`config.mk`:
```
export PLATFORM = sky130hd
export DESIGN_NAME = pc_ras_unit
export DESIGN_NICKNAME = d
export VERILOG_FILES = /design/src/rtl/pc_pkg.sv /design/src/rtl/pc_ras.sv /design/src/rtl/pc_ras_unit.sv
export SDC_FILE = /design/constraint.sdc
export NUM_CORES = 1
export LEC_CHECK = 0
export CORE_AREA = 2 2 118 120
export DETAILED_ROUTE_END_ITERATION = 7
export DIE_AREA = 0 0 120 122
export GPL_TIMING_DRIVEN = 0
export PLACE_DENSITY = 0.57
export REMOVE_ABC_BUFFERS = 1
export SLEW_MARGIN = 25
export SYNTH_ARGS = -nofsm -noshare
export SYNTH_HDL_FRONTEND = slang
export SYNTH_SLANG_ARGS = --single-unit
```
`constraint.sdc`:
```
create_clock -name clk -period 3.5 [get_ports clk]
set_input_delay 0.35 -clock clk [delete_from_list [all_inputs] [get_ports clk]]
set_output_delay 0.35 -clock clk [all_outputs]
set_load 0.005 [all_outputs]
```
`src/rtl/pc_pkg.sv`:
```
// Shared definitions for the program-counter / return-address-stack unit.
// Holds the command encoding, the strobe priority encoder and default sizes.
package pc_pkg;

    localparam int unsigned PC_AW_DEFAULT        = 16;
    localparam int unsigned PC_OFF_W_DEFAULT     = 8;
    localparam int unsigned PC_RAS_DEPTH_DEFAULT = 4;

    typedef enum logic [2:0] {
        CMD_HOLD,
        CMD_INC,
        CMD_BR,
        CMD_RET,
        CMD_CALL,
        CMD_LOAD,
        CMD_STALL
    } pc_cmd_e;

    // Collapse the raw strobes into the single action taken this cycle.
    // Order: stall > load > call > ret > br > inc > hold (rst handled by the caller).
    function automatic pc_cmd_e pc_prio_encode(
        input logic stall,
        input logic load,
        input logic call,
        input logic ret,
        input logic br,
        input logic inc
    );
        pc_cmd_e cmd;
        if (stall)     cmd = CMD_STALL;
        else if (load) cmd = CMD_LOAD;
        else if (call) cmd = CMD_CALL;
        else if (ret)  cmd = CMD_RET;
        else if (br)   cmd = CMD_BR;
        else if (inc)  cmd = CMD_INC;
        else           cmd = CMD_HOLD;
        return cmd;
    endfunction

endpackage

```
`src/rtl/pc_ras.sv`:
```
// Circular return-address stack. A push when full overwrites the oldest entry;
// a pop when empty leaves the stack untouched. Both cases raise a one-cycle
// event pulse (combinational, qualified by the request) for the caller.
module pc_ras
    import pc_pkg::*;
#(
    parameter int unsigned AW        = PC_AW_DEFAULT,
    parameter int unsigned RAS_DEPTH = PC_RAS_DEPTH_DEFAULT
) (
    input  logic          clk,
    input  logic          rst,
    input  logic          i_push,
    input  logic          i_pop,
    input  logic [AW-1:0] i_push_data,
    output logic [AW-1:0] o_top,
    output logic          o_empty,
    output logic          o_full,
    output logic          o_ovf,
    output logic          o_unf
);

    localparam int unsigned PW = $clog2(RAS_DEPTH);
    localparam int unsigned CW = PW + 1;

    logic [PW-1:0] r_wp;
    logic [CW-1:0] r_count;
    logic [AW-1:0] r_mem [RAS_DEPTH];
    logic [PW-1:0] w_rd_ptr;

    assign w_rd_ptr = r_wp - PW'(1);
    assign o_top    = r_mem[w_rd_ptr];
    assign o_empty  = (r_count == '0);
    assign o_full   = (r_count == CW'(RAS_DEPTH));
    assign o_ovf    = i_push & o_full;
    assign o_unf    = i_pop & o_empty;

    // Write pointer and occupancy; count saturates because overflow just wraps wp.
    always_ff @(posedge clk) begin
        if (rst) begin
            r_wp    <= '0;
            r_count <= '0;
        end else if (i_push) begin
            r_wp <= r_wp + PW'(1);
            if (!o_full) begin
                r_count <= r_count + CW'(1);
            end
        end else if (i_pop && !o_empty) begin
            r_wp    <= r_wp - PW'(1);
            r_count <= r_count - CW'(1);
        end
    end

    // Entry storage; contents are meaningless after reset so no reset is applied.
    always_ff @(posedge clk) begin
        if (i_push && !rst) begin
            r_mem[r_wp] <= i_push_data;
        end
    end

endmodule

```
`src/rtl/pc_ras_unit.sv`:
```
// Program counter with stall, absolute load, relative branch and call/return
// backed by a hardware return-address stack.
// Optional sticky overflow/underflow flags are enabled by defining PC_RAS_ERR_EN.
module pc_ras_unit
    import pc_pkg::*;
#(
    parameter int unsigned   AW        = PC_AW_DEFAULT,
    parameter int unsigned   OFF_W     = PC_OFF_W_DEFAULT,
    parameter int unsigned   RAS_DEPTH = PC_RAS_DEPTH_DEFAULT,
    parameter logic [AW-1:0] RESET_VEC = '0
) (
    input  logic             clk,
    input  logic             rst,
    input  logic             stall,
    input  logic             inc,
    input  logic             load,
    input  logic             br,
    input  logic             call,
    input  logic             ret,
    input  logic [AW-1:0]    tgt,
    input  logic [OFF_W-1:0] off,
`ifdef PC_RAS_ERR_EN
    input  logic             err_clr,
    output logic             err_ovf,
    output logic             err_unf,
`endif
    output logic [AW-1:0]    pc,
    output logic             ras_empty,
    output logic             ras_full
);

    logic [AW-1:0] r_pc;
    logic [AW-1:0] w_pc_nxt;
    logic [AW-1:0] w_pc_inc;
    logic [AW-1:0] w_pc_br;
    logic [AW-1:0] w_off_ext;
    logic [AW-1:0] w_ras_top;
    logic          w_push;
    logic          w_pop;
    logic          w_ovf;
    logic          w_unf;
    pc_cmd_e       w_cmd;

    assign w_cmd     = pc_prio_encode(stall, load, call, ret, br, inc);
    assign w_push    = (w_cmd == CMD_CALL);
    assign w_pop     = (w_cmd == CMD_RET);
    assign w_pc_inc  = r_pc + AW'(1);
    assign w_off_ext = AW'($signed(off));
    assign w_pc_br   = r_pc + w_off_ext;

    pc_ras #(
        .AW        (AW),
        .RAS_DEPTH (RAS_DEPTH)
    ) u_ras (
        .clk         (clk),
        .rst         (rst),
        .i_push      (w_push),
        .i_pop       (w_pop),
        .i_push_data (w_pc_inc),
        .o_top       (w_ras_top),
        .o_empty     (ras_empty),
        .o_full      (ras_full),
        .o_ovf       (w_ovf),
        .o_unf       (w_unf)
    );

    // Next-pc mux; a return on an empty stack falls through to pc+1.
    always_comb begin
        w_pc_nxt = r_pc;
        case (w_cmd)
            CMD_LOAD: w_pc_nxt = tgt;
            CMD_CALL: w_pc_nxt = tgt;
            CMD_RET:  w_pc_nxt = ras_empty ? w_pc_inc : w_ras_top;
            CMD_BR:   w_pc_nxt = w_pc_br;
            CMD_INC:  w_pc_nxt = w_pc_inc;
            default:  w_pc_nxt = r_pc;
        endcase
    end

    // Program counter register.
    always_ff @(posedge clk) begin
        if (rst) begin
            r_pc <= RESET_VEC;
        end else begin
            r_pc <= w_pc_nxt;
        end
    end

    assign pc = r_pc;

`ifdef PC_RAS_ERR_EN
    logic r_err_ovf;
    logic r_err_unf;

    // Sticky error flags; a clear wins over a same-cycle event.
    always_ff @(posedge clk) begin
        if (rst || err_clr) begin
            r_err_ovf <= 1'b0;
            r_err_unf <= 1'b0;
        end else begin
            if (w_ovf) r_err_ovf <= 1'b1;
            if (w_unf) r_err_unf <= 1'b1;
        end
    end

    assign err_ovf = r_err_ovf;
    assign err_unf = r_err_unf;
`else
    // Events are dropped when the error flags are not built.
    logic w_unused_ev;
    assign w_unused_ev = w_ovf | w_unf;
`endif

endmodule

```
==> results by group <==
Status
  – Outcome: complete, no violations

Floorplanning
  – Die X: 120 um
  – Site Rows: 43
  – Die area: 0.0146 mm^2
  – I/O pin total: 50
  – Die height: 122 um
  – Initial Utilization: 33.8%
  – Core area: 0.0135 mm^2

Worst setup path
  – Arr. time, crit path: 3.29 ns
  – Delay-heaviest family, CP: adder cells
  – WP buf/inv: 1
  – Worst setup SP type: flip-flop
  – Peak fanout along the critical path: 19
  – Data required, critical path: 3.68 ns
  – Critical path capture point type: flip-flop
  – Crit-path cells: inv_1, ha_1, mux4_2, a22oi_1, o311ai_0, a221oi_1, a211oi_1
  – Slowest Stage Delay on Critical Path: 0.89 ns
  – Setup CP Type: reg2reg
  – Slowest cell on the critical path: ha_1

GRT
  – Vias in the first global route: 3178
  – GRT Total Usage: 15.7%
  – First-pass GRT wire length: 17.5 mm
  – Largest net degree at the start of global routing: 26
  – Remaining global-route overflow: 0
  – Initial antenna violation count: 0

CTS
  – Root Buffer: clkbuf_16
  – CTS tree: built
  – Reg clk slew, reported paths: 0.06 ns
  – Clock Latency Late Sink: 0.34 ns
  – Post-CTS resize count: 0
  – H-tree lvl count: 3
  – Clock tree sinks: 85
  – Total CTS buffers: 9
  – Hold buffers post-CTS: 0
  – Post-CTS setup buffer count: 0
  – CTS Buffer Depth: 2

Min path
  – HP Class: reg2reg

Cells and area
  – Storage element area: 0.00234 mm^2
  – Area Overhead vs Synth: 20.9%
  – Most frequent cells in the layout: edfxtp_1, clkdlybuf4s50_1, nor2_1
  – # diodes: 0
  – Post-route insts no fill: 597
  – Layout cells sized above 1: 11.5%
  – Fin nets: 466
  – Fillers: 1260
  – Commonest non-fill, non-tap cell in the layout: edfxtp_1
  – Multi-input logic area: 0.00213 mm^2

Routing
  – Via-per-instance ratio: 5.35
  – Final WL: 11.1 mm
  – Starting DRT DRC Count: 247
  – Post-route DRC: 0
  – Via count: 3195
  – Post-route antenna net violation count: 0
  – Routed wire per std cell: 18.5 um
  – DRT Pass-1 Iters: 4

STA
  – Fin crit period: 3.11 ns
  – Hold WS: 0.527 ns
  – Max Clock Skew: 0.0133 ns
  – Setup_tns: 0 ns
  – Fmax: 322 MHz
  – Final period util: 88.9%
  – Worst-Margin Slew: 0.987 ns
  – Final Hold Violating Endpoints: 0
  – RSZ-0062 raised after global routing: false
  – Final setup vio count: 0
  – Setup ws final: 0.390 ns
  – Worst slew margin: 34.0%
  – Max-slew violation count: 0

Synth
  – Post-synthesis sequential area ratio: 51.4%
  – Ys flop type: edfxtp_1
  – Cell Area, Synth: 0.00456 mm^2
  – Seq cells post-synth: 85
  – Async S/R FF share, synth: 0%
  – Yosys cell types: 55
  – EDFF count, synth: 64
  – Syn Area/Cell: 12.4 um^2
  – Syn. warnings: 0
  – Post-Synthesis Cells: 367

Place
  – DP Worst Slack: 0.169 ns
  – DP HPWL: 7.85 mm
  – Placed insts: 581
  – Routability cong.: 0.872
  – Port Buffers: 49

Pwr
  – Leakage: 1.91 nW
  – Power Density: 451 mW/mm^2
  – Maximum VDD drop: 0.304 mV

Job
  – Total of max-cap violations: 0
-- area by class of cell --
| type | instances | area share, % |
|---|---|---|
| clock buffer | 9 | 4.08 |
| clock inverter | 7 | 1.32 |
| inverter | 7 | 0.477 |
| multi-input combinational | 260 | 38.6 |
| sequential | 85 | 42.5 |
| tap | 180 | 4.08 |
| timing repair buffer | 49 | 8.89 |
-- per-stage QoR --
step           area (um^2)  total power, W  utilization, %
3_3_place_gp          5210         0.00155            38.6
4_1_cts               5510         0.00251            40.8
5_1_grt               5510         0.00259            40.8
6_report              5510         0.00249            40.8
2_1_floorplan         4500         0.00140               -
3_5_place_dp          5220         0.00156            38.6
-- synth_stat cells (5+ instances only) --
library cell | number | area, um^2
edfxtp_1 | 64 | 1920
xor2_1 | 14 | 123
ha_1 | 20 | 250
mux4_2 | 16 | 360
nor3_1 | 14 | 70.1
xnor2_1 | 14 | 123
nand2_1 | 20 | 75.1
nor2_1 | 28 | 105
o21ai_0 | 14 | 70.1
nand3_1 | 8 | 40.0
dfxtp_1 | 21 | 420
a21o_1 | 5 | 37.5
a221oi_1 | 8 | 70.1
a21oi_1 | 17 | 85.1
clkbuf_1 | 9 | 33.8
and2_1 | 5 | 31.3
inv_1 | 7 | 26.3
a211oi_1 | 5 | 37.5
a221o_1 | 11 | 110
-- where the power goes --
group	switching [W]	internal [W]
registers	0.0000436	0.00111
clock network	0.000395	0.000555
logic	0.000192	0.000186
total	0.000631	0.00185
-- sequential cells by signal, indices dropped and copies added (netlist names) --
register	cells
u_ras.r_mem	64
pc	16
u_ras.r_count	3
u_ras.r_wp	2
-- routing by layer --
layer | global-route usage [%] | vias up | part of all wire [%]
met1 | 20.8 | 1559 | 44
met2 | 26.1 | 81 | 49
met3 | 2.11 | 14 | 4.4
li1 | - | 1541 | -
met5 | 0 | - | 0
met4 | 6.62 | 0 | 2.2
-- path summary, 6_finish.rpt --
check / from / end / slack [ns] / cells after the start
setup / recovery: u_ras.r_wp[0] / pc[13] / 0.39 / 7
hold / removal: u_ras.r_count[2] / u_ras.r_count[2] / 0.53 / 1
setup reg to reg: u_ras.r_wp[0] / pc[13] / 0.39 / 7
hold reg to reg: u_ras.r_count[2] / u_ras.r_count[2] / 0.53 / 1
-- kinds of logic (layout without fill, tap and decap cells) --
kind of cell	count (synthesis)	after routing	synth area share [%]
simple gates	101	101	11.4
compound gates	89	89	14.7
flops	85	85	51.4
xor+xnor	28	28	5.38
fa+ha+maj	22	22	6.36
buf+inv	22	72	2.00
mux	20	20	8.78
(Power assumes the default switching activity.)
